**src/rtl/grf_dump_reader_pkg.sv**
```systemverilog
// Shared constants for the GRF dump reader: register file geometry
// (shared with the GRF itself) and the dump FSM state encodings.
package grf_dump_reader_pkg;

    // GRF geometry defaults
    localparam int GRF_DATA_W = 32;
    localparam int GRF_ADDR_W = 5;

    // Dump FSM state encodings
    localparam int         ST_W    = 2;
    localparam logic [1:0] ST_IDLE = 2'd0;
    localparam logic [1:0] ST_LOAD = 2'd1;
    localparam logic [1:0] ST_SEND = 2'd2;
    localparam logic [1:0] ST_DONE = 2'd3;

endpackage

```
**src/rtl/grf_dump_reader.sv**
```systemverilog
// GRF dump reader: on start, walks every register index through one GRF
// read port (LOAD) and presents each (index, value) pair on a valid/ready
// stream (SEND). Snoops the GRF write port to flag registers that were
// rewritten after they had already been captured (sticky stale flag).
module grf_dump_reader
    import grf_dump_reader_pkg::*;
#(
    parameter int DATA_W    = GRF_DATA_W,
    parameter int ADDR_W    = GRF_ADDR_W,
    parameter int SKIP_ZERO = 0
) (
    input  logic              clk_i,
    input  logic              reset_i,
    input  logic              start_i,
    output logic [ADDR_W-1:0] rd_addr_o,
    input  logic [DATA_W-1:0] rd_data_i,
    input  logic              wr_en_i,
    input  logic [ADDR_W-1:0] wr_addr_i,
    output logic              out_valid_o,
    input  logic              out_ready_i,
    output logic [ADDR_W-1:0] out_idx_o,
    output logic [DATA_W-1:0] out_data_o,
    output logic              busy_o,
    output logic              done_o,
    output logic              stale_o
);

    // idx carries one extra bit so the full register count is representable
    localparam logic [ADDR_W:0] IDX_ONE   = {{ADDR_W{1'b0}}, 1'b1};
    localparam logic [ADDR_W:0] IDX_ZERO  = {(ADDR_W+1){1'b0}};
    localparam logic [ADDR_W:0] FIRST_IDX = (SKIP_ZERO != 0) ? IDX_ONE : IDX_ZERO;
    localparam logic [ADDR_W:0] LAST_IDX  = {1'b0, {ADDR_W{1'b1}}};

    logic [ST_W-1:0]   state_q,    state_d;
    logic [ADDR_W:0]   idx_q,      idx_d;
    logic [ADDR_W-1:0] rd_addr_q,  rd_addr_d;
    logic [ADDR_W-1:0] out_idx_q,  out_idx_d;
    logic [DATA_W-1:0] out_data_q, out_data_d;
    logic              stale_q,    stale_d;

    logic              in_load;
    logic              in_send;
    logic              xfer;
    logic [ADDR_W:0]   wr_addr_ext;
    logic              wr_hits_captured;

    assign in_load     = (state_q == ST_LOAD);
    assign in_send     = (state_q == ST_SEND);
    assign xfer        = in_send && out_ready_i;
    assign wr_addr_ext = {1'b0, wr_addr_i};

    // A write is "late" if its target was already captured. In LOAD the
    // capture and the write share an edge, so equality only counts in SEND.
    // $0 is never written in a meaningful way, so it is excluded.
    always_comb begin
        wr_hits_captured = 1'b0;
        if (wr_en_i && (wr_addr_i != '0)) begin
            if (wr_addr_ext < idx_q)
                wr_hits_captured = 1'b1;
            else if (in_send && (wr_addr_ext == idx_q))
                wr_hits_captured = 1'b1;
        end
    end

    // Next-state logic: FSM, index walk, output holding register, stale flag
    always_comb begin
        state_d    = state_q;
        idx_d      = idx_q;
        rd_addr_d  = rd_addr_q;
        out_idx_d  = out_idx_q;
        out_data_d = out_data_q;
        stale_d    = stale_q;

        case (state_q)
            ST_IDLE: begin
                if (start_i) begin
                    idx_d   = FIRST_IDX;
                    stale_d = 1'b0;
                    state_d = ST_LOAD;
                end
            end
            ST_LOAD: begin
                // GRF read is combinational: capture the pair on this edge
                rd_addr_d  = idx_q[ADDR_W-1:0];
                out_idx_d  = idx_q[ADDR_W-1:0];
                out_data_d = rd_data_i;
                state_d    = ST_SEND;
                if (wr_hits_captured)
                    stale_d = 1'b1;
            end
            ST_SEND: begin
                if (wr_hits_captured)
                    stale_d = 1'b1;
                if (xfer) begin
                    if (idx_q == LAST_IDX) begin
                        state_d = ST_DONE;
                    end else begin
                        idx_d   = idx_q + IDX_ONE;
                        state_d = ST_LOAD;
                    end
                end
            end
            ST_DONE: begin
                // start is deliberately ignored here; a new dump needs IDLE
                state_d = ST_IDLE;
            end
            default: begin
                state_d = ST_IDLE;
            end
        endcase
    end

    // State registers with synchronous reset taking priority over everything
    always_ff @(posedge clk_i) begin
        if (reset_i) begin
            state_q    <= ST_IDLE;
            idx_q      <= IDX_ZERO;
            rd_addr_q  <= '0;
            out_idx_q  <= '0;
            out_data_q <= '0;
            stale_q    <= 1'b0;
        end else begin
            state_q    <= state_d;
            idx_q      <= idx_d;
            rd_addr_q  <= rd_addr_d;
            out_idx_q  <= out_idx_d;
            out_data_q <= out_data_d;
            stale_q    <= stale_d;
        end
    end

    // rd_addr follows idx during LOAD so the GRF data is valid for capture,
    // and holds the last address used otherwise.
    assign rd_addr_o   = in_load ? idx_q[ADDR_W-1:0] : rd_addr_q;
    assign out_valid_o = in_send;
    assign out_idx_o   = out_idx_q;
    assign out_data_o  = out_data_q;
    assign busy_o      = in_load || in_send;
    assign done_o      = (state_q == ST_DONE);
    assign stale_o     = stale_q;

endmodule
```
**config.mk**
```make
export PLATFORM = sky130hd
export DESIGN_NAME = grf_dump_reader
export DESIGN_NICKNAME = d
export VERILOG_FILES = /design/src/rtl/grf_dump_reader_pkg.sv /design/src/rtl/grf_dump_reader.sv
export SDC_FILE = /design/constraint.sdc
export NUM_CORES = 1
export LEC_CHECK = 0
export CAP_MARGIN = 15
export CORE_MARGIN = 2
export CORE_UTILIZATION = 39
export DETAILED_ROUTE_END_ITERATION = 7
export PLACE_DENSITY = 0.76
export SETUP_SLACK_MARGIN = 0.3
export SLEW_MARGIN = 20
export SYNTH_ARGS = -nofsm -noshare
export SYNTH_HDL_FRONTEND = slang
export SYNTH_SLANG_ARGS = --single-unit
```
**constraint.sdc**
```tcl
create_clock -name clk_i -period 1.6 [get_ports clk_i]
set_input_delay 0.24 -clock clk_i [delete_from_list [all_inputs] [get_ports clk_i]]
set_output_delay 0.24 -clock clk_i [all_outputs]
set_load 0.02 [all_outputs]
```
==> Word level (Yosys, flattened, before mapping) <==
Cells that the tools add are included.
{ "totals": {"reg_bits": 51, "input_bits": 42, "out_inout_bits": 46, "word_cells": 44} }
{ "op_classes": {"add_sub_neg": 1, "n_lt_le_gt_ge": 1, "n_eq_ne": 9, "mux": 15, "reduce_logical": 12} }
{ "op_table": {"columns": ["cell", "n"], "rows": [
  ["$mux W6", 3],
  ["$pmux W6 S2", 1],
  ["$pmux W2 S4", 1],
  ["$add A6 B1 Y6 const B", 1],
  ["$eq A5 B6 Y1", 1],
  ["$eq A6 B5 Y1 const B", 1],
  ["$lt A5 B6 Y1", 1],
  ["$mux W2", 3],
  ["$mux W1", 5],
  ["$mux W5", 1],
  ["$reduce_bool A5 Y1", 1],
  ["$eq A2 B2 Y1 const B", 2],
  ["$ne A2 B1 Y1 const B", 2],
  ["$ne A2 B2 Y1 const B", 2],
  ["$reduce_and A4 Y1", 1],
  ["$reduce_bool A2 Y1", 2],
  ["$logic_and A1 B1 Y1", 3],
  ["$reduce_and A3 Y1", 1],
  ["$eq A2 B1 Y1 const B", 1],
  ["$logic_not A2 Y1", 1],
  ["$pmux W1 S2", 1],
  ["$reduce_and A2 Y1", 1],
  ["$reduce_or A2 Y1", 1],
  ["$logic_or A1 B1 Y1", 1]
]} }

==> Logic depth before layout (Yosys ltp) <==
Gate-level depths: netlist of run 1.
{ "depth": {"ltp_word": 7, "ltp_mapped": 7, "depth_no_buf": 6} }

==> Worst setup path before layout of run 1 <==
Ideal clock, no wire load.
{ "synth_path": {"kind": "register to register", "start": "register state_q[0]", "end": "register idx_q[3]", "setup_ns": 0.070, "t_arrival_ns": 1.683, "t_required_ns": 1.530, "path_slack_ns": -0.153, "stages_incl_launch_ff": 8, "n_path_buf": 1, "period_less_slack_ns": 1.753, "path_cell_list": "dfxtp_1 > inv_1 > ha_1 > buf_6 > nand2b_4 > o211ai_4 > or4_1 > a21oi_1"} }
{ "synth_between": {"elab_chain_cells": 4, "elab_cells_between_ends": 9, "classes_between": "eq/ne: 4; mux: 1; reduce/logical: 4"} }
{ "synth_lines": {"columns": ["element", "line_no", "text"], "rows": [
  ["from (decl)", "grf_dump_reader.sv:34", "logic [ST_W-1:0] state_q, state_d;"],
  ["from (signal assigned)", "grf_dump_reader.sv:123", "state_q <= state_d;"],
  ["$eq A2 B2 Y1 *", "grf_dump_reader.sv:48", "assign in_send = (state_q == ST_SEND);"],
  ["via out_valid_o", "grf_dump_reader.sv:19", "output logic out_valid_o,"],
  ["$logic_and A1 B1 Y1", "grf_dump_reader.sv:49", "assign xfer = in_send && out_ready_i;"],
  ["$ne A2 B1 Y1 (no line)", null, null],
  ["$reduce_and A4 Y1 (no line)", null, null],
  ["to (signal assigned)", "grf_dump_reader.sv:124", "idx_q <= idx_d;"],
  ["to (decl)", "grf_dump_reader.sv:35", "logic [ADDR_W:0] idx_q, idx_d;"]
]} }
Mark *: on every way through the listed nets, which the timed path passes. The rest lies on a longest branch.
A chain may end at the register's enable or synchronous reset.

==> Worst setup path in the final report of run 1 <==
{ "layout_path": {"start": "register state_q[0]", "end": "register idx_q[3]"} }
{ "layout_between": {"elab_chain_cells": 4, "elab_cells_between_ends": 9, "classes_between": "eq/ne: 4; mux: 1; reduce/logical: 4"} }
{ "layout_lines": {"columns": ["element", "line_no"], "rows": [
  ["$eq A2 B2 Y1", "grf_dump_reader.sv:48, grf_dump_reader.sv:74"],
  ["$logic_and A1 B1 Y1", "grf_dump_reader.sv:49"],
  ["$ne A2 B1 Y1 (no line)", null],
  ["$reduce_and A4 Y1 (no line)", null]
]} }
Several ways; a longest one is shown, not always the timed one.

==> results.cfg, run 1 <==
[sta]
fmax_mhz = 609
finalSetupViolCount = 2
rsz0062_at_grt = true
fin_crit_sh_pct = 103
relSlewSlack_pct = 72.1
fin_crit_ps = 1640
finClkSkew_ps = 4.08
hold_viol_final = 0
tightestPinTransition_ps = 419
setup_ws_ps = -42.0
slew_violations = 0

[critical_path]
max_stage_delay_ps = 530
cp_slowest_cell = or4_4
path_cells = buf_6 -> inv_6 -> ha_4 -> buf_6 -> nor2_2 -> or4_4 -> a21oi_2
cp.depth = 7
cp.required_ps = 1840
crit_fanout = 6
arrival_ps = 1880
reg2reg_to = idx_q[3]
worstRegToRegCells = 7
worstSetupPathType = register to register
worst-r2r-setup-slack_ps = -40
crit_family = simple AND/OR/NAND/NOR gates
worstSetupEndpointType = register
timing.rr.start = state_q[0]
start_kind = register
endpoint = idx_q[3]
cp_num_buf_inv = 3
cp-startpoint = state_q[0]
cpMostUsedCell = buf_6

[floorplan]
fp-row-count = 27
die_w_um = 79.2
ios = 88
die_height_um = 79.2
dieArea_um2 = 6280
core_area_um2 = 5470
initial_core_util_pct = 40.3

[grt]
grt_max_degree = 32
antenna_found_initial = 0
gr-total-overflow = 0
grt_pass1_vias = 2077
grt_pass1_wl_um = 9580
grt_use_total_pct = 19.0

[run]
drv_cap = 0

[clocking]
clock_path_buffers = 2
clkTransAtPathRegs_ps = 90
cts_root_buf = clkbuf_8
hold_buffers = 0
cts_buffers = 5
cts_tree = done
numClockSinks = 51
htree_levels = 2
clock_latency_ps = 300

[synth]
synth.cell_area_um2 = 2210
ys_seq_area_share_pct = 46.3
async_reset_ff_share_pct = 0
syn_avg_cell_area_um2 = 9.43
synth_top_area_share_pct = 46.3
synth_cells = 234
ys_seq_elements = 51
synth_edf_count = 0
ys.flop_type = dfxtp_1
synth_warnings = 0
synth_area_leaders = dfxtp_1, mux2i_1, nor2_1
synth.largest_area_cell = dfxtp_1
synth_cell_type_count = 31
syn_nets = 287

[detailed_routing]
wl_met2_um = 3100
wl_met3_um = 345
drt_iter0_drc = 55
vias = 2113
routed_via_density = 4.85
detail-route-antenna-nets = 0
wl_per_cell_um = 14.4
wirelength_um = 6280
drc_errors = 0
wl_met1_um = 2700
dr.pass1.iters = 4
routed.top_layer = met4

[power_and_ir_drop]
power_leakage_nw = 1.73
p_total_mw = 3.96
p_per_area_nw_per_um2 = 990
irDropWorstVdd_v = 0.000741

[layout]
most-common-layout-cells = dfxtp_1, clkdlybuf4s50_1, nor2_1, dlygate4sd2_1, mux2i_1
multi_input_area_um2 = 1430
layout-drive-gt1-share_pct = 35.2
finalNetCount = 416
fillCellCount = 418
areaGrowthSynthToFinish_pct = 81.2
fin_cells = 436
diodes = 0
seq_area_um2 = 1030
mostFrequentLayoutCell = dfxtp_1

[outcome]
status = finished with violations
violations = setup timing

[placed_design]
post-dp-hpwl_um = 3640
gp_congestion = 0.790
dp_cells = 402
port_buffers = 87

[worst_hold_path]
holdCritPathClass = input pin to register
[logic make-up after synthesis]
group	count (synthesis)	share of synthesized area, %
compound gates	28	7.77
flops	51	46.3
simple gates	87	20.2
mux	33	15.0
buf+inv	24	4.59
fa+ha+maj	11	6.24
[per-layer routing]
metal  GRT usage (%)  vias up
met5               0        -
met4            6.38        0
met3            5.11       14
met2            33.3       62
met1            22.5      991
li1                -     1046
[flip-flops by register name, summed over array words and instances, names as in the netlist]
register and cells:
out_idx_o 5, out_data_o 32, state_q 2, stale_o 1, rd_addr_q 5, idx_q 6
[synthesized netlist by cell type, drive strengths merged (2+ instances only)]
master / instances
dfxtp: 51
nor2: 38
mux2i: 33
inv: 13
nand2: 12
a21oi: 11
ha: 11
o21ai: 10
nand2b: 8
nor2b: 8
buf: 7
nand3: 6
clkbuf: 4
nor4: 4
nor3: 3
a31oi: 2
or3: 2
[through the flow]
| stage | TNS, ps | hold slack [ps] | cell area (µm²) | setup slack, ps | util [%] |
|---|---|---|---|---|---|
| floorplan | 0 | 387 | 2340 | 134 | - |
| global placement | -741 | 459 | 3370 | -169 | 61.6 |
| detailed placement | -870 | 464 | 3370 | -179 | 61.6 |
| CTS | -3.28 | 335 | 3750 | -3.28 | 68.6 |
| global route | -264 | 345 | 4000 | -72.9 | 73.1 |
| finish | -44.4 | 346 | 4000 | -42.0 | 73.1 |
[power by group]
| part | leakage, nW | internal, mW | switching [mW] |
|---|---|---|---|
| Clock | 0.0484 | 0.355 | 0.427 |
| Combinational | 1.26 | 0.934 | 0.796 |
| Sequential | 0.419 | 1.39 | 0.0603 |
[worst reg2reg max path: cells and delay by family (launching register included)]
kind,cells,cell delay (ps)
adders and majority gates,1,180
and+or+nand+nor,2,610
buffers and inverters,3,310
DFF,1,340
AOI/OAI and AO/OA,1,130
[how the worst min path moves through the flow]
| stage | endpoint | startpoint | slack, ps | cells past startpoint |
|---|---|---|---|---|
| 2_1_floorplan | out_data_o[10] | rd_data_i[10] | 390 | 2 |
| 3_3_place_gp | out_idx_o[0] | out_idx_o[0] | 460 | 2 |
| 3_5_place_dp | out_idx_o[0] | out_idx_o[0] | 460 | 2 |
| 4_1_cts | out_data_o[27] | reset_i | 330 | 2 |
| 5_1_grt | out_data_o[28] | reset_i | 350 | 2 |
| 6_report | out_data_o[25] | reset_i | 350 | 2 |
[cell type report]
| class | count | share of cell area (%) |
|---|---|---|
| clock buffer | 7 | 2.16 |
| clock inverter | 1 | 0.219 |
| inverter | 13 | 1.35 |
| multi-input combinational | 159 | 35.7 |
| sequential | 51 | 25.9 |
| tap | 72 | 2.25 |
| timing repair buffer | 133 | 32.4 |
[what timing repair did]
| item | in CTS | in global routing |
|---|---|---|
| endpoints found under the hold margin | 0 | 0 |
| setup endpoints to repair | 88 | 55 |
| gates cloned | 2 | 0 |
| gates resized for setup | 139 | 39 |
| setup buffers | 10 | 14 |
| pin swaps | 12 | 18 |
Note: power is estimated with default switching activity, not from simulation.
==> run 2, diff against run 1 <==
--- a/config.mk
+++ b/config.mk
@@ -5,6 +5,7 @@
 export SDC_FILE = /design/constraint.sdc
 export NUM_CORES = 1
 export LEC_CHECK = 0
+export ABC_AREA = 1
 export CAP_MARGIN = 15
 export CORE_MARGIN = 2
 export CORE_UTILIZATION = 39
==> results.cfg, run 2 <==
[synth]
syn_nets = 349
async_reset_ff_share_pct = 0
synth-adder-area-share_pct = 6.27
synthXorXnorAreaFrac_pct = 0.399
ys_seq_area_share_pct = 46.5
yosysMostFrequentCell = nor2_1
synth_top_family_by_area = simple AND/OR/NAND/NOR gates
synth_cell_type_count = 26
ys.flop_type = dfxtp_1
synth_edf_count = 0
synth_top_area_share_pct = 46.5
synth.cell_area_um2 = 2190
synth_compound_area_share_pct = 12.5
yosys-top-cells-count = nor2_1, dfxtp_1, nand2_1
ys_seq_elements = 51
syn_avg_cell_area_um2 = 7.41
synth_area_leaders = dfxtp_1, nor2_1, nand2_1
yosys.area_share.simple_pct = 26.5
synthMuxAreaShare_pct = 0
synth_warnings = 0
synth_cells = 296
synth.largest_area_cell = dfxtp_1

[floorplan]
die_height_um = 79.0
ios = 88
die_w_um = 79.0
dieArea_um2 = 6240
core_area_um2 = 5470
initial_core_util_pct = 40.1
fp-row-count = 27

[power_and_ir_drop]
power_leakage_nw = 1.71
irDropWorstVdd_v = 0.000667
p_per_area_nw_per_um2 = 1330
p_total_mw = 4.76

[detailed_routing]
wirelength_um = 5750
detail-route-antenna-nets = 0
dr.pass1.iters = 4
vias = 2217
drt_iter0_drc = 77
routed.top_layer = met4
routed_via_density = 4.62
drc_errors = 0
wl_met2_um = 2840
wl_per_cell_um = 12.0
wl_met1_um = 2490
wl_met3_um = 393

[run]
drv_cap = 0

[layout]
diodes = 0
most-common-layout-cells = nor2_1, dfxtp_1, clkdlybuf4s50_1, dlygate4sd2_1, nand2_1
fin_cells = 480
finalNetCount = 461
mostFrequentLayoutCell = nor2_1
areaGrowthSynthToFinish_pct = 63.1
layout-drive-gt1-share_pct = 23.0
fillCellCount = 503
largest_reg_flops = 32
utilization_pct = 65.4

[critical_path]
crit_family = flip-flops
worstSetupEndpointType = output pin
cp_num_buf_inv = 3
cp.required_ps = 1360
worstSetupPathType = register to output pin
max_stage_delay_ps = 360
cp_slowest_cell = dfxtp_4
path_cells = inv_4 -> ha_4 -> buf_12 -> nand2_4 -> nand2_2 -> buf_6
crit_fanout = 7
arrival_ps = 1280
start_kind = register

[placed_design]
post-dp-hpwl_um = 4030
dp_cells = 463
gp_congestion = 0.752
port_buffers = 87

[sta]
fmax_mhz = 658
finalSetupTns_ps = 0
relSlewSlack_pct = 84.6
slew_violations = 0
tightestPinTransition_ps = 231
fin_crit_sh_pct = 95.0
hold_viol_final = 0
finClkSkew_ps = 2.52
finalSetupViolCount = 0
rsz0062_at_grt = true
fin_crit_ps = 1520

[clocking]
clock_latency_ps = 290
hold_buffers = 0
cts_root_buf = clkbuf_8
clock_path_buffers = 2
numClockSinks = 51
cts_tree = done
htree_levels = 2
cts_buffers = 5
clkTransAtPathRegs_ps = 90

[grt]
grt_max_degree = 36
gr-total-overflow = 0
grt_pass1_vias = 2157
grt_use_total_pct = 18.8
grt_pass1_wl_um = 9490
antenna_found_initial = 0

[worst_hold_path]
holdCritPathClass = register to register

[outcome]
status = completed
==> run 2: cell types whose count changed in the layout (fill, tap and decap cells not counted), moves of 7 or more <==
cell,delta
nor2_1,+37
mux2i_1,-32
o21ai_0,+27
nand2_1,+20
buf_6,-14
nand2_2,+12
a21oi_1,+9
inv_1,+9
o21ai_1,+8
nand2b_4,-7
==> run 2: logic make-up (layout without fill, tap and decap cells) <==
family	count (synthesis)	count (layout)
flip-flops	51	51
buffers and inverters	40	151
AO/OA/AOI/OAI	54	54
AND/OR/NAND/NOR	139	140
adder cells (fa/ha/maj)	11	11
XOR/XNOR	1	1
==> run 2: power by group <==
group	internal, mW	total, mW	leakage, nW	switching (mW)
Combinational	0.945	2.27	1.24	1.32
Clock	0.394	0.797	0.0484	0.402
Sequential	1.56	1.70	0.421	0.140
==> run 2: per-stage QoR <==
stage          hold slack [ps]  worst slack, ps  instance area [µm²]
2_1_floorplan              375              270                 2250
3_3_place_gp               450             -117                 3300
3_5_place_dp               454             -141                 3300
4_1_cts                    465             71.8                 3470
5_1_grt                    497             13.7                 3580
6_report                   469             80.4                 3580
==> run 2: area by class of cell <==
class / count / area, µm² / share of cell area, %
multi-input combinational: 206 / 1130 / 31.7
timing repair buffer: 118 / 1100 / 30.8
sequential: 51 / 1030 / 28.9
inverter: 26 / 118 / 3.29
clock buffer: 6 / 93.8 / 2.62
tap: 72 / 90.1 / 2.52
clock inverter: 1 / 7.51 / 0.210
==> run 2: layer usage <==
layer	GRT usage [%]	vias up
li1	-	1157
met1	21.9	992
met2	34.2	64
met3	5.00	4
met4	4.14	0
met5	0	-
==> run 2: final timing paths <==
path	start	to	slack, ps	cells after the start
worst max-delay path	state_q[1]	rd_addr_o[0]	80	6
worst min-delay path	out_idx_o[1]	out_idx_o[1]	470	2
worst max register to register	state_q[1]	idx_q[0]	110	10
worst min register to register	out_idx_o[1]	out_idx_o[1]	470	2
==> run 2: repair_timing <==
action / in CTS / in global routing
endpoints found under the hold margin: 0 / 0
gates cloned: 1 / 0
endpoints found under the setup margin: 54 / 21
resized for setup: 105 / 28
pin swaps: 6 / 9
buffers inserted: 6 / 3
==> run 2: worst register-to-register path, stage by stage (launching register included) <==
cell	delay (ps)
dfxtp_4	360
buf_4	150
ha_4	160
buf_6	130
inv_2	50
nor2_2	30
nand2_2	110
nand3_4	130
inv_4	110
nand3_2	70
a21oi_2	130
==> run 3, diff against run 2 <==
--- a/config.mk
+++ b/config.mk
@@ -8,9 +8,9 @@
 export ABC_AREA = 1
 export CAP_MARGIN = 15
 export CORE_MARGIN = 2
-export CORE_UTILIZATION = 39
+export CORE_UTILIZATION = 43
 export DETAILED_ROUTE_END_ITERATION = 7
-export PLACE_DENSITY = 0.76
+export PLACE_DENSITY = 0.8
 export SETUP_SLACK_MARGIN = 0.3
 export SLEW_MARGIN = 20
 export SYNTH_ARGS = -nofsm -noshare
==> constraint.sdc (replaced) <==
create_clock -name clk_i -period 1.4 [get_ports clk_i]
set_input_delay 0.21 -clock clk_i [delete_from_list [all_inputs] [get_ports clk_i]]
set_output_delay 0.21 -clock clk_i [all_outputs]
set_load 0.02 [all_outputs]
==> results.cfg, run 3 (synthesis gave the netlist of run 2 again) <==
[outcome]
status = finished with violations
violations = setup timing

[critical_path]
worstSetupEndpointType = output pin
reg2reg_to = idx_q[3]
worst-r2r-setup-slack_ps = -100
timing.rr.start = state_q[0]
endpoint = rd_addr_o[0]
cp-startpoint = state_q[1]
arrival_ps = 1310
cp.required_ps = 1190
worstRegToRegCells = 11
crit_fanout = 5
start_kind = register
worstSetupPathType = register to output pin

[clocking]
clock_latency_ps = 310
numClockSinks = 51
cts_root_buf = clkbuf_8
htree_levels = 2
clock_path_buffers = 2
cts_tree = done
clkTransAtPathRegs_ps = 100
cts_buffers = 5
hold_buffers = 0

[power_and_ir_drop]
power_leakage_nw = 1.78
p_per_area_nw_per_um2 = 1660
netSwitchingFraction_pct = 40.1
pwr-share-seq_pct = 31.0
clkPwrFrac_pct = 16.6
p_int_mw = 3.92
irDropWorstVdd_v = 0.000821
power_frac_comb_pct = 52.3
p_switching_mw = 2.62

[detailed_routing]
vias = 2383
wirelength_um = 7470
dr.pass1.iters = 4
routed_via_density = 4.90
detail-route-antenna-nets = 0
drt_iter0_drc = 105
drc_errors = 0
wl_per_cell_um = 15.4

[floorplan]
core_area_um2 = 4820
dieArea_um2 = 5690
ios = 88
die_w_um = 75.4
initial_core_util_pct = 45.5
die_height_um = 75.4
fp-row-count = 25

[placed_design]
post-dp-hpwl_um = 4230
port_buffers = 87
gp_congestion = 0.850
dp_cells = 460

[grt]
grt_use_total_pct = 22.4
antenna_found_initial = 0
grt_max_degree = 33
grt_pass1_wl_um = 9630
gr-total-overflow = 0
grt_pass1_vias = 2158

[worst_hold_path]
min_from = rd_data_i[18]
holdCritPathClass = input pin to register

[layout]
largest_reg_flops = 32
fillCellCount = 308
layout-drive-gt1-share_pct = 48.0
finalNetCount = 471
most-common-layout-cells = nor2_1, dfxtp_1, clkdlybuf4s50_1, buf_2, o21ai_2
diodes = 0
fin_cells = 486
areaGrowthSynthToFinish_pct = 79.3
mostFrequentLayoutCell = nor2_1

[run]
drv_cap = 0

[sta]
rsz0062_at_grt = true
fin_crit_sh_pct = 109
setup_ws_ps = -120
hold_viol_final = 0
slew_violations = 0
finClkSkew_ps = 6.45
relSlewSlack_pct = 83.6
fin_crit_ps = 1520
finalSetupViolCount = 14
fmax_mhz = 658
hold_slack_ps = 468
tightestPinTransition_ps = 245
## run 3: cell count changes in the layout (fill, tap and decap cells not counted), moves of 9 or more
cell / previous run / this run
buf_6: 11 / 20
a21oi_2: 3 / 12
o21ai_2: 1 / 30
buf_2: 0 / 33
a21oi_1: 12 / 3
dlygate4sd2_1: 38 / 0
o21ai_0: 28 / 2
## run 3: final cells by class
class	instances	area, µm²	area share (%)
tap	67	83.8	2.13
clock inverter	2	38.8	0.986
inverter	26	120	3.05
sequential	51	1040	26.4
multi-input combinational	206	1390	35.4
timing repair buffer	128	1170	29.8
clock buffer	6	82.6	2.10
## run 3: repair_timing
item,4_1_cts,5_1_grt
resized for setup,274,76
pin swaps,6,20
cloned,1,3
setup endpoints to repair,97,61
buffers inserted,5,9
## run 3: metal layers
metal / up-vias / global-route usage [%] / routed length [µm]
li1: 1192 / - / -
met1: 1097 / 24.3 / 2790
met2: 77 / 40.9 / 4100
met3: 17 / 5.69 / 404
met4: 0 / 10.1 / 166
met5: - / 0 / 0
## run 3: power by group through the flow
stage / registers, mW / logic (mW) / clock network [mW]
2_1_floorplan: 2.35 / 1.07 / 0
3_3_place_gp: 1.95 / 2.50 / 0
3_5_place_dp: 1.97 / 2.53 / 0
4_1_cts: 1.97 / 2.70 / 1.10
5_1_grt: 2.06 / 3.64 / 1.15
6_report: 2.03 / 3.42 / 1.09
## run 3: critical path: stages, from the launching register on
cell	delay, ps
dfxtp_4	360
inv_4	60
ha_4	180
buf_8	160
nand2_4	60
nand2_2	70
buf_6	110
## run 3: worst min path at each step
stage	end	slack, ps	cells after the start
final	out_data_o[18]	470	3
after global routing	out_data_o[16]	480	3
after CTS	out_data_o[16]	470	3
after detailed placement	out_idx_o[2]	460	2
after global placement	out_idx_o[0]	450	2
after floorplan	out_data_o[1]	340	2
## run 3: per-stage QoR
step / cell area [µm²] / power [mW] / util, % / setup TNS, ps / setup slack (ps)
6_report: 3930 / 6.53 / 81.6 / -1330 / -120
5_1_grt: 3930 / 6.85 / 81.6 / -2090 / -184
2_1_floorplan: 2300 / 3.42 / - / 0 / 70.5
3_5_place_dp: 3350 / 4.50 / 69.6 / -2540 / -326
4_1_cts: 3560 / 5.77 / 73.9 / -532 / -83.9
3_3_place_gp: 3350 / 4.45 / 69.6 / -2240 / -292
==> RTL edit 1 (settings of run 2) <==
Set the package constant `ST_W` to 4 (it was 2).
--- a/src/rtl/grf_dump_reader_pkg.sv
+++ b/src/rtl/grf_dump_reader_pkg.sv
@@ -7,7 +7,7 @@
     localparam int GRF_ADDR_W = 5;
 
     // Dump FSM state encodings
-    localparam int         ST_W    = 2;
+    localparam int         ST_W    = 4;
     localparam logic [1:0] ST_IDLE = 2'd0;
     localparam logic [1:0] ST_LOAD = 2'd1;
     localparam logic [1:0] ST_SEND = 2'd2;
Function: same outputs for any inputs over 10 cycles, from zero or initial values and one cycle with reset_i high; that may be too few to reach the edited logic, so the function may still have changed.
==> RTL edit 1 against run 2 <==
- clock skew increased by 0.0041 ns
- largest cell class unchanged
- power increased by 36%
- wire length increased by 21%
- sequential cell count unchanged
- worst setup slack got worse by 0.030 ns
- largest power group unchanged
- hold slack improved by 0.012 ns
- core utilization increased by 10 points
- design area increased by 14%
- area after synthesis decreased by 1.9%
==> RTL edit 1: results (changes against run 2) <==
nets=469 (+1.7%); Routed WL per cell=14.16 um (+18%); # placed instances=457 (-1.3%); Yosys warnings=0 (unchanged); Unique masters post-synth=24 (-7.7%); worst reg2reg path depth=11 (+1); worst-margin pin slew=0.2920 ns (+0.06061 ns); reg2reg end=idx_q[1]$_SDFFE_PP0P_; Area contributors post-synth=dfxtp_1, nor2_1, o21ai_0; vias in the first global route=2318 (+7.5%); Peak VDD IR=0.001354 V (+100%); CP Max Fanout=5 (-2); Placer Congestion=0.7474 (-0.57%); Syn Inst Count=291 (-1.7%); share of layout cells above drive strength 1=0.4019 (+0.1715); Starting DRT DRC Count=135 (+75%); Seq/Total Area, Yosys=0.4744 (+0.008931); worst path arrival time=1.31 ns (+0.03 ns); Reg2Reg Launch Point=state_q[0]$_SDFFE_PP0P_; status=finished clean; fill cell count=388 (-23%); Syn Nets=343 (-1.7%); Post-synth top cells=nor2_1, dfxtp_1, nand2_1, o21ai_0; Final HPWL DP=4.023 mm (-0.14%); largest net degree at the start of global routing=32 (-11%)
[RTL edit 1: what timing repair did]
action,in CTS,in global routing
gates resized for setup,144,115
endpoints found under the setup margin,75,50
pin swaps,15,25
buffers inserted,13,8
cloned,1,3
hold buffers,0,0
[RTL edit 1: cells by family (layout without fill, tap and decap cells)]
logic type	after synthesis	after routing	share of synthesized area
simple gates	136	136	0.2599
xor+xnor	1	1	0.004071
flops	51	51	0.4744
compound gates	58	58	0.1395
buf+inv	35	162	0.06395
fa+ha+maj	10	10	0.05814
[RTL edit 1: worst max-delay path by stage]
stage	from	to	slack, ns	cells past startpoint
after CTS	state_q[1]$_SDFFE_PP0P_	rd_addr_o[2]	0.03	7
after global placement	state_q[1]$_SDFFE_PP0P_	rd_addr_o[4]	-0.13	6
final	state_q[1]$_SDFFE_PP0P_	rd_addr_o[2]	0.05	7
after detailed placement	state_q[1]$_SDFFE_PP0P_	rd_addr_o[4]	-0.15	6
after global routing	state_q[1]$_SDFFE_PP0P_	rd_addr_o[2]	-0.02	7
after floorplan	state_q[0]$_SDFFE_PP0P_	idx_q[1]$_SDFFE_PP0P_	0.29	9
[RTL edit 1: layout make-up]
type	instances	area, sq um	area share
Clock inverter	2	12.51	0.003067
Multi-Input combinational cell	205	1446	0.3546
Sequential cell	51	1040	0.2549
Tap cell	72	90.09	0.02209
Timing Repair Buffer	131	1291	0.3166
Timing Repair inverter	1	8.758	0.002147
Clock buffer	6	72.57	0.01779
Inverter	22	117.6	0.02883
[RTL edit 1: metal layers]
metal / share of wire / track usage / routed length [um] / vias to the layer above
li1: - / - / - / 1185
met1: 0.40 / 0.2390 / 2791 / 1149
met2: 0.52 / 0.3716 / 3640 / 78
met3: 0.061 / 0.06437 / 426 / 8
met4: 0.012 / 0.05789 / 80 / 0
met5: 0 / 0 / 0 / -
[RTL edit 1: report_power, final]
| group | switching, uW | internal [uW] | total, uW |
|---|---|---|---|
| registers | 265 | 1660 | 1920 |
| clock network | 430 | 307 | 737 |
| logic | 2100 | 1720 | 3810 |
| total | 2790 | 3680 | 6470 |
[RTL edit 1: worst max-delay path: cells and delay by family (launching register included)]
kind	cells	cell delay, ns
buf+inv	4	0.40
flops	1	0.36
fa+ha+maj	1	0.15
simple gates	2	0.09
[RTL edit 1: per-stage QoR]
step	hold WS (ns)	setup WS, ns	total power (uW)	utilization	instance area (sq um)
after floorplan	0.3749	0.2907	3436	-	2221
after global placement	0.4523	-0.1349	4572	0.6067	3279
after detailed placement	0.4610	-0.1540	4627	0.6067	3279
after CTS	0.4695	0.03196	5621	0.6595	3565
after global routing	0.5087	-0.02292	6864	0.7546	4079
final	0.4811	0.04994	6474	0.7546	4079
==> RTL edit 2 (settings of run 2) <==
Without the edit above. `rd_addr_q` and `out_data_q` no longer have a reset.
--- a/src/rtl/grf_dump_reader.sv
+++ b/src/rtl/grf_dump_reader.sv
@@ -115,18 +115,19 @@
         if (reset_i) begin
             state_q    <= ST_IDLE;
             idx_q      <= IDX_ZERO;
-            rd_addr_q  <= '0;
             out_idx_q  <= '0;
-            out_data_q <= '0;
             stale_q    <= 1'b0;
         end else begin
             state_q    <= state_d;
             idx_q      <= idx_d;
-            rd_addr_q  <= rd_addr_d;
             out_idx_q  <= out_idx_d;
-            out_data_q <= out_data_d;
             stale_q    <= stale_d;
         end
+    end
+
+    always_ff @(posedge clk_i) begin
+        rd_addr_q  <= rd_addr_d;
+        out_data_q <= out_data_d;
     end
 
     // rd_addr follows idx during LOAD so the GRF data is valid for capture,
Formal check against the unedited RTL: differs if reset_i is asserted again (counterexample within 4 cycles, from zero or initial values and one cycle with reset_i high); with reset_i held inactive, the same outputs for 10 cycles.
==> RTL edit 2 against run 2 <==
- die area down 7.2%
- area after synthesis down 7.5%
- worst setup slack worse by 0.010 ns
- power down 1.3%
- fmax down 0.65%
- sequential cell count unchanged
- clock skew about the same
- wire length down 8.3%
- largest cell class is now flip-flops and latches
- design area up 0.63%
- cell count down 21%
- sequential share of layout area up 8.9 points
==> RTL edit 2: results (changes against run 2) <==
ys flop type=edfxtp_1; first-pass GRT wire length=7.907 mm (-17%); Reg2Reg Launch Point=state_q[1]$_SDFFE_PP0P_; Post-Synth XOR/XNOR Area=0.004318 (+0.0003252); Unique masters post-synth=25 (-3.8%); worst reg2reg path depth=11 (+1); share of layout cells above drive strength 1=0.3183 (+0.08794); PortBufs=87 (unchanged); Post-Synth Adder-Cell Area=0.06786 (+0.005110); status=finished clean; P_leak=0.001541 uW (-9.7%); initial antenna violation count=0 (unchanged); largest net degree at the start of global routing=20 (-44%); EDFF count, synth=32 (+32); CP Max Fanout=5 (-2); Syn Inst Count=183 (-38%); min-delay src=out_idx_o[3]$_SDFFE_PP0P_; Seq/Total Area, Yosys=0.6613 (+0.1958); Area contributors post-synth=edfxtp_1, dfxtp_1, nand2_1; vias in the first global route=1659 (-23%); Final HPWL DP=3.545 mm (-12%); pre-CTS setup slack=-0.05726 ns (+0.08406 ns); nets=363 (-21%); Starting DRT DRC Count=68 (-12%); Routed WL per cell=13.85 um (+16%); clock skew=0.002936 ns (+0.0004157 ns); P_sw=1552 uW (-17%); Rel. slew slack=0.8352 (-0.01120); Slowest-stage cell, CP=dfxtp_2; Post-synth top cells=nand2_1, edfxtp_1, inv_1, dfxtp_1; ys async rst share=0 (unchanged); # placed instances=347 (-25%); complex-gate fraction of the synthesized area=0.04688 (-0.07804); vias=1779 (-20%); CTS H-Tree Depth=2 (unchanged); Syn Nets=236 (-32%); Global Route Usage Sum=0.1717 (-0.01602); Placer Congestion=0.7463 (-0.72%); Peak VDD IR=0.0006023 V (-9.7%); final wirelength=5.277 mm (-8.3%); Critical Path Max Stage Delay=0.34 ns (-0.02 ns)
-- RTL edit 2: final timing paths --
kind / end / slack, ns
worst min register to register: out_idx_o[3]$_SDFFE_PP0P_ / 0.46
worst min-delay path: out_idx_o[3]$_SDFFE_PP0P_ / 0.46
worst max register to register: idx_q[2]$_SDFFE_PP0P_ / 0.12
worst max-delay path: rd_addr_o[0] / 0.07
-- RTL edit 2: per-layer routing --
| metal | share of wire | vias up | global-route usage |
|---|---|---|---|
| li1 | - | 855 | - |
| met1 | 0.41 | 844 | 0.2118 |
| met2 | 0.51 | 75 | 0.3018 |
| met3 | 0.068 | 5 | 0.04028 |
| met4 | 0.0085 | 0 | 0.04909 |
| met5 | 0 | - | 0 |
-- RTL edit 2: power groups by stage --
stage | Combinational, uW | Clock (uW) | Sequential [uW]
after floorplan | 580 | 0 | 2050
after global placement | 1540 | 0 | 1790
after detailed placement | 1550 | 0 | 1800
after CTS | 1630 | 893 | 1770
after global routing | 2180 | 934 | 1800
final | 2050 | 882 | 1770
-- RTL edit 2: worst max-delay path, delay by kind of cell (launching register included) --
family	cells	cell delay, ns
buffers and inverters	3	0.34
flip-flops	1	0.34
adder cells (fa/ha/maj)	1	0.20
AND/OR/NAND/NOR	2	0.12
-- RTL edit 2: cell type report --
type,count,area (sq um)
clock buffers,5,68.82
well taps,70,87.58
clock inverters,3,43.79
repair buffers,122,1181
multi-input cells,105,747.0
fillers,357,1474
inverters,25,113.9
flip-flops and latches,51,1359
-- RTL edit 2: timing repair --
item                                    CTS  global route
setup buffers                            12            11
endpoints found under the setup margin   54            37
gates resized for setup                 108            24
cloned                                    0             3
pin swaps                                 9            15
endpoints found under the hold margin     0             0
-- RTL edit 2: through the flow --
stage / hold WS, ns / area, sq um / util / power [uW]
floorplan: 0.3389 / 2110 / - / 2633
global placement: 0.4356 / 3120 / 0.6149 / 3327
detailed placement: 0.4298 / 3120 / 0.6149 / 3357
CTS: 0.4682 / 3353 / 0.6608 / 4289
global route: 0.4804 / 3601 / 0.7096 / 4913
finish: 0.4616 / 3601 / 0.7096 / 4704
-- RTL edit 2: cells by family (layout without fill, tap and decap cells) --
kind of cell,Yosys count,count (layout)
compound gates,18,18
xor+xnor,1,1
fa+ha+maj,11,11
buf+inv,27,155
flops,51,51
simple gates,75,75
